`src/rtl/product_accumulator.sv`:
```
// product_accumulator: sums LEN unsigned 8-bit products into an ACC_W-bit register with handshakes and sticky overflow
// ports: clk, rst_n (async active-low); start begins a run; product/in_valid/in_ready input handshake;
//        acc_out/out_valid/out_ready result handshake; overflow sticky carry-out; busy high outside IDLE
module product_accumulator #(
  parameter int LEN   = 4,
  parameter int ACC_W = 12
) (
  input  logic             clk,
  input  logic             rst_n,
  input  logic             start,
  input  logic             in_valid,
  output logic             in_ready,
  input  logic [7:0]       product,
  output logic [ACC_W-1:0] acc_out,
  output logic             out_valid,
  input  logic             out_ready,
  output logic             overflow,
  output logic             busy
);
  typedef enum logic [1:0] {IDLE, ACCUM, DONE} state_t;
  localparam logic [3:0] LAST = 4'(LEN - 1);
  state_t state, nxt;
  logic [3:0] cnt;
  logic [ACC_W:0] sum;
  logic take;
  always_comb begin
    take = (state == ACCUM) && in_valid;
    sum = {1'b0, acc_out} + {{(ACC_W-7){1'b0}}, product};
    nxt = state == IDLE  ? (start ? ACCUM : IDLE) :
          state == ACCUM ? ((take && cnt == LAST) ? DONE : ACCUM) :
                           (out_ready ? IDLE : DONE);
  end
  assign in_ready  = state == ACCUM;
  assign out_valid = state == DONE;
  assign busy      = state != IDLE;
  always_ff @(posedge clk or negedge rst_n) begin
    if (!rst_n) begin
      state    <= IDLE;
      acc_out  <= '0;
      cnt      <= '0;
      overflow <= 1'b0;
    end else begin
      state <= nxt;
      if (state == IDLE && start) begin
        acc_out  <= '0;
        cnt      <= '0;
        overflow <= 1'b0;
      end else if (take) begin
        acc_out  <= sum[ACC_W-1:0];
        cnt      <= cnt + 4'd1;
        overflow <= overflow | sum[ACC_W];
      end
    end
  end
endmodule
```
`config.mk`:
```
export PLATFORM = sky130hd
export DESIGN_NAME = product_accumulator
export DESIGN_NICKNAME = d
export VERILOG_FILES = /design/src/rtl/product_accumulator.sv
export SDC_FILE = /design/constraint.sdc
export NUM_CORES = 1
export LEC_CHECK = 0
export BUFFER_PORTS_ARGS = -buffer_cell sky130_fd_sc_hd__buf_2
export CORE_ASPECT_RATIO = 1.25
export CORE_MARGIN = 3
export CORE_UTILIZATION = 45
export DETAILED_ROUTE_END_ITERATION = 8
export GPL_TIMING_DRIVEN = 0
export PLACE_DENSITY = 0.72
export SETUP_SLACK_MARGIN = 0.5
export SLEW_MARGIN = 25
export SYNTH_ARGS = -nofsm -noshare
export SYNTH_HDL_FRONTEND = slang
export SYNTH_SLANG_ARGS = --single-unit
```
`constraint.sdc`:
```
create_clock -name clk -period 1.8 [get_ports clk]
set_input_delay 0.27 -clock clk [delete_from_list [all_inputs] [get_ports clk]]
set_output_delay 0.27 -clock clk [all_outputs]
set_load 0.005 [all_outputs]
```
==> results.py <==
metrics = {
    "worst_setup_path": {
        "critPathKind": "flop to flop",
        "cp_data_required_time_ps": 2010,
        "worstPathMaxFanout": 3,
        "worstSetupEndpointType": "flop",
        "cp_data_arrival_time_ps": 2030,
        "crit_path_max_incr_delay_ps": 380,
        "worst_path_max_delay_cell": "sky130_fd_sc_hd__dfrtp_1",
        "critical_path.startpoint_type": "flop",
        "crit-reg2reg-launch": "acc_out[0]",
        "path_buf_inv": 1,
        "timing.critical_path.cells": "ha_2, inv_2, fa_2, nor2b_4, o31ai_4, a41oi_2, xnor2_1, nor2_1",
        "setup.worst_path.start": "acc_out[0]",
        "path_delay_family": "adder cells",
    },
    "pwr": {
        "netSwitchingPower_w": 0.00106,
        "static-leakage-power_nw": 0.867,
        "power_switching_share": 0.404,
        "power.sequential.fraction": 0.277,
        "vdd.ir_drop.worst_uv": 958,
        "power.density_cell_area_nw_per_um2": 1520,
        "power.internal_w": 0.00157,
        "p_comb_frac": 0.637,
        "final_power_w": 0.00263,
        "clockPowerShare": 0.086,
    },
    "routing": {
        "vias_after_detailed_routing": 1116,
        "wl_per_cell_um": 14.7,
        "viasPerCell": 5.37,
        "topRoutingLayerUsed": "met4",
        "ant_nets": 0,
        "drc": 0,
        "drt_first_iter_violations": 13,
        "drt-total-wl_um": 3070,
        "met3_layer_wire_length_in_the_routed_design_um": 95,
        "met2WireLength_um": 1680,
        "drt-pass1-iter-count": 4,
        "detail_route.wirelength.met1_um": 1240,
    },
    "place": {
        "finalWeightedCongestion": 0.758,
        "place_area_um2": 1400,
        "place.port_buffers": 28,
        "hpwlAfterDp_um": 1880,
    },
    "run_status": {
        "failing_checks": "negative setup slack",
        "status": "complete, but fails checks",
    },
    "synth": {
        "post_synthesis_share_of_cell_area_spent_on_and_or_nand_and_nor_gates": 0.164,
        "synth_xor_xnor_area_share": 0.0585,
        "syn_avg_cell_area_um2": 9.50,
        "post_synthesis_cell_count": 126,
        "syn_nets": 149,
        "synth_top_family_by_area": "compound AO/OA/AOI/OAI gates",
        "area_fraction_in_compound_gates_after_synthesis": 0.211,
        "synth_adder_area_share": 0.111,
        "synthesis.yosys.warnings": 0,
        "ys_ff_latch": 19,
        "syn_area_um2": 1200,
        "mux_contribution_to_synthesized_area": 0.0251,
        "synth.distinct_cells": 36,
        "synth_seq_area_share": 0.397,
    },
    "die": {
        "chipWidth_um": 52.1,
        "dieHeight_um": 63.7,
        "boundaryPins": 29,
        "core.rowCount": 20,
        "floorplan.initialDensity": 0.483,
        "core_area_um2": 2480,
        "die-area_um2": 3320,
    },
    "global_route": {
        "gr-total-overflow": 0,
        "first_global_vias": 1114,
        "antenna_found_initial": 0,
        "global_route.usage.total": 0.191,
        "grt_start_max_net_pins": 20,
        "first_pass_grt_wire_length_um": 4800,
    },
    "min_path": {
        "hp-class": "input port to flop",
        "hold_sp": "out_ready",
    },
    "sta": {
        "max_clock_freq_mhz": 549,
        "post-route-worst-setup-slack_ps": -22.8,
        "final_min_period_over_clock_period": 1.01,
        "timing.final.setup_violations": 3,
        "grt_setup_unrepaired": "true",
        "finalHoldViolations": 0,
        "slew_violations": 0,
        "final_critical_delay_including_setup_and_external_delays_ps": 1820,
        "worst-slew-pin-transition_ps": 440,
        "slew_headroom": 0.707,
        "final_skew_ps": 9.99,
    },
    "job": {
        "maxCapViolations": 0,
    },
    "clocking": {
        "cts.path.max_buffers": 2,
        "ctsHtreeMaxLevel": 1,
        "cts_tree": "yes",
        "root_buffer": "sky130_fd_sc_hd__clkbuf_4",
        "clock_sink_count": 19,
        "cts-buffers-inserted": 3,
        "clock_insertion_delay_worst_skew_ps": 310,
        "cts.clk_slew.worst_paths_ps": 120,
    },
    "final_layout": {
        "antenna_cells": 0,
        "nets": 199,
        "area_growth_from_synthesis_to_layout_pct": 44.7,
        "share_of_final_layout_standard_cells_stronger_than_drive_strength_1": 0.440,
        "finish.instance_area_um2": 1730,
    },
}
[final timing paths]
path	end	slack [ps]	cells past startpoint
setup reg to reg	acc_out[8]	-20	8
setup / recovery	acc_out[8]	-20	8
hold reg to reg	acc_out[10]	510	1
hold / removal	state[1]	150	2
max in group asynchronous	cnt[3]	1070	2
min in group asynchronous	acc_out[6]	420	2
[cell families after synthesis]
logic type / count (synthesis)
AO/OA/AOI/OAI: 36
XOR/XNOR: 8
adder cells (fa/ha/maj): 10
buffers and inverters: 10
flip-flops: 19
multiplexers: 3
AND/OR/NAND/NOR: 40
[cell usage in the layout (no fill, tap or decap), types with 3 or more instances in the layout]
cell / n
sky130_fd_sc_hd__buf_2: 27
sky130_fd_sc_hd__dfrtp_1: 19
sky130_fd_sc_hd__nor2_1: 13
sky130_fd_sc_hd__nand2_1: 13
sky130_fd_sc_hd__buf_4: 9
sky130_fd_sc_hd__buf_6: 8
sky130_fd_sc_hd__o21ai_0: 7
sky130_fd_sc_hd__a21oi_1: 6
sky130_fd_sc_hd__inv_1: 5
sky130_fd_sc_hd__xor2_1: 5
sky130_fd_sc_hd__ha_1: 5
sky130_fd_sc_hd__a21o_1: 4
sky130_fd_sc_hd__mux2i_1: 3
sky130_fd_sc_hd__ha_4: 3
sky130_fd_sc_hd__clkbuf_4: 3
[worst register-to-register path, stage by stage (launching register included)]
cell and delay (ps):
sky130_fd_sc_hd__dfrtp_1 380, sky130_fd_sc_hd__ha_2 200, sky130_fd_sc_hd__inv_2 40, sky130_fd_sc_hd__fa_2 360, sky130_fd_sc_hd__nor2b_4 160, sky130_fd_sc_hd__o31ai_4 80
sky130_fd_sc_hd__a41oi_2 240, sky130_fd_sc_hd__xnor2_1 180, sky130_fd_sc_hd__nor2_1 80
[state kept, by name (all words and copies together), names as in the netlist]
name and count:
cnt 4, overflow 1, state 2, acc_out 12
[cell type report]
cell class | instances | area, um2
inverters | 7 | 26.3
plain buffers | 3 | 40.0
multi-input cells | 97 | 806
well taps | 33 | 41.3
fillers | 173 | 744
clock buffers | 3 | 22.5
flip-flops and latches | 19 | 475
clock inverters | 1 | 5.00
repair buffers | 45 | 317
[per-layer routing]
layer  vias to the layer above  GRT usage
li1                        547          -
met1                       542      0.224
met2                        21      0.329
met3                         6     0.0331
met4                         0     0.0863
met5                         -          0
[Yosys cell counts, drive strengths merged]
library cell / n / area [um2]
clkbuf: 1 / 3.75
o21bai: 1 / 7.51
o211a: 1 / 10.0
a21oi: 7 / 35.0
nand4: 1 / 6.26
a21o: 4 / 30.0
xor2: 5 / 43.8
o21ai: 10 / 50.1
ha: 9 / 113
or2: 1 / 6.26
nand2: 13 / 48.8
nor2b: 2 / 12.5
o21a: 1 / 7.51
a211o: 1 / 8.76
a31oi: 1 / 6.26
mux2i: 3 / 30.0
a31o: 1 / 8.76
o31ai: 1 / 12.5
a211oi: 2 / 15.0
buf: 2 / 10.0
and2: 1 / 6.26
a41oi: 1 / 16.3
xnor2: 3 / 26.3
a32o: 2 / 20.0
o311ai: 1 / 8.76
a21boi: 1 / 7.51
dfrtp: 19 / 475
nand3b: 1 / 20.0
nand3: 2 / 15.0
and3b: 1 / 8.76
o32ai: 1 / 8.76
inv: 7 / 26.3
nor2: 16 / 60.1
fa: 1 / 20.0
and3: 2 / 12.5
[power by group through the flow]
stage	sequential [W]	combinational, W	clock [W]
final	0.000728	0.00167	0.000225
after global routing	0.000749	0.00184	0.000249
after CTS	0.000711	0.00144	0.000232
after detailed placement	0.000728	0.00111	0
after global placement	0.000717	0.00109	0
after floorplan	0.000714	0.000805	0
[stage by stage]
step                      hold slack [ps]  setup slack (ps)  TNS (ps)  std cells   util
after global routing                  135              -144      -441        208  0.699
after detailed placement              237             -69.6      -122        187  0.564
after global placement                244             -19.1     -30.8        187  0.564
final                                 145             -22.8     -42.8        208  0.699
after floorplan                     -25.6              54.5         0        126      -
after CTS                             127             -34.2     -41.6        200  0.647
[what timing repair did]
item / 4_1_cts / 5_1_grt
gates cloned: 0 / 2
hold buffers: 1 / 0
setup endpoints to repair: 21 / 23
endpoints found under the hold margin: 19 / 0
setup buffers: 8 / 6
resized for setup: 26 / 14
pin swaps: 9 / 8
No activity file was read; power rests on OpenSTA's default activity.
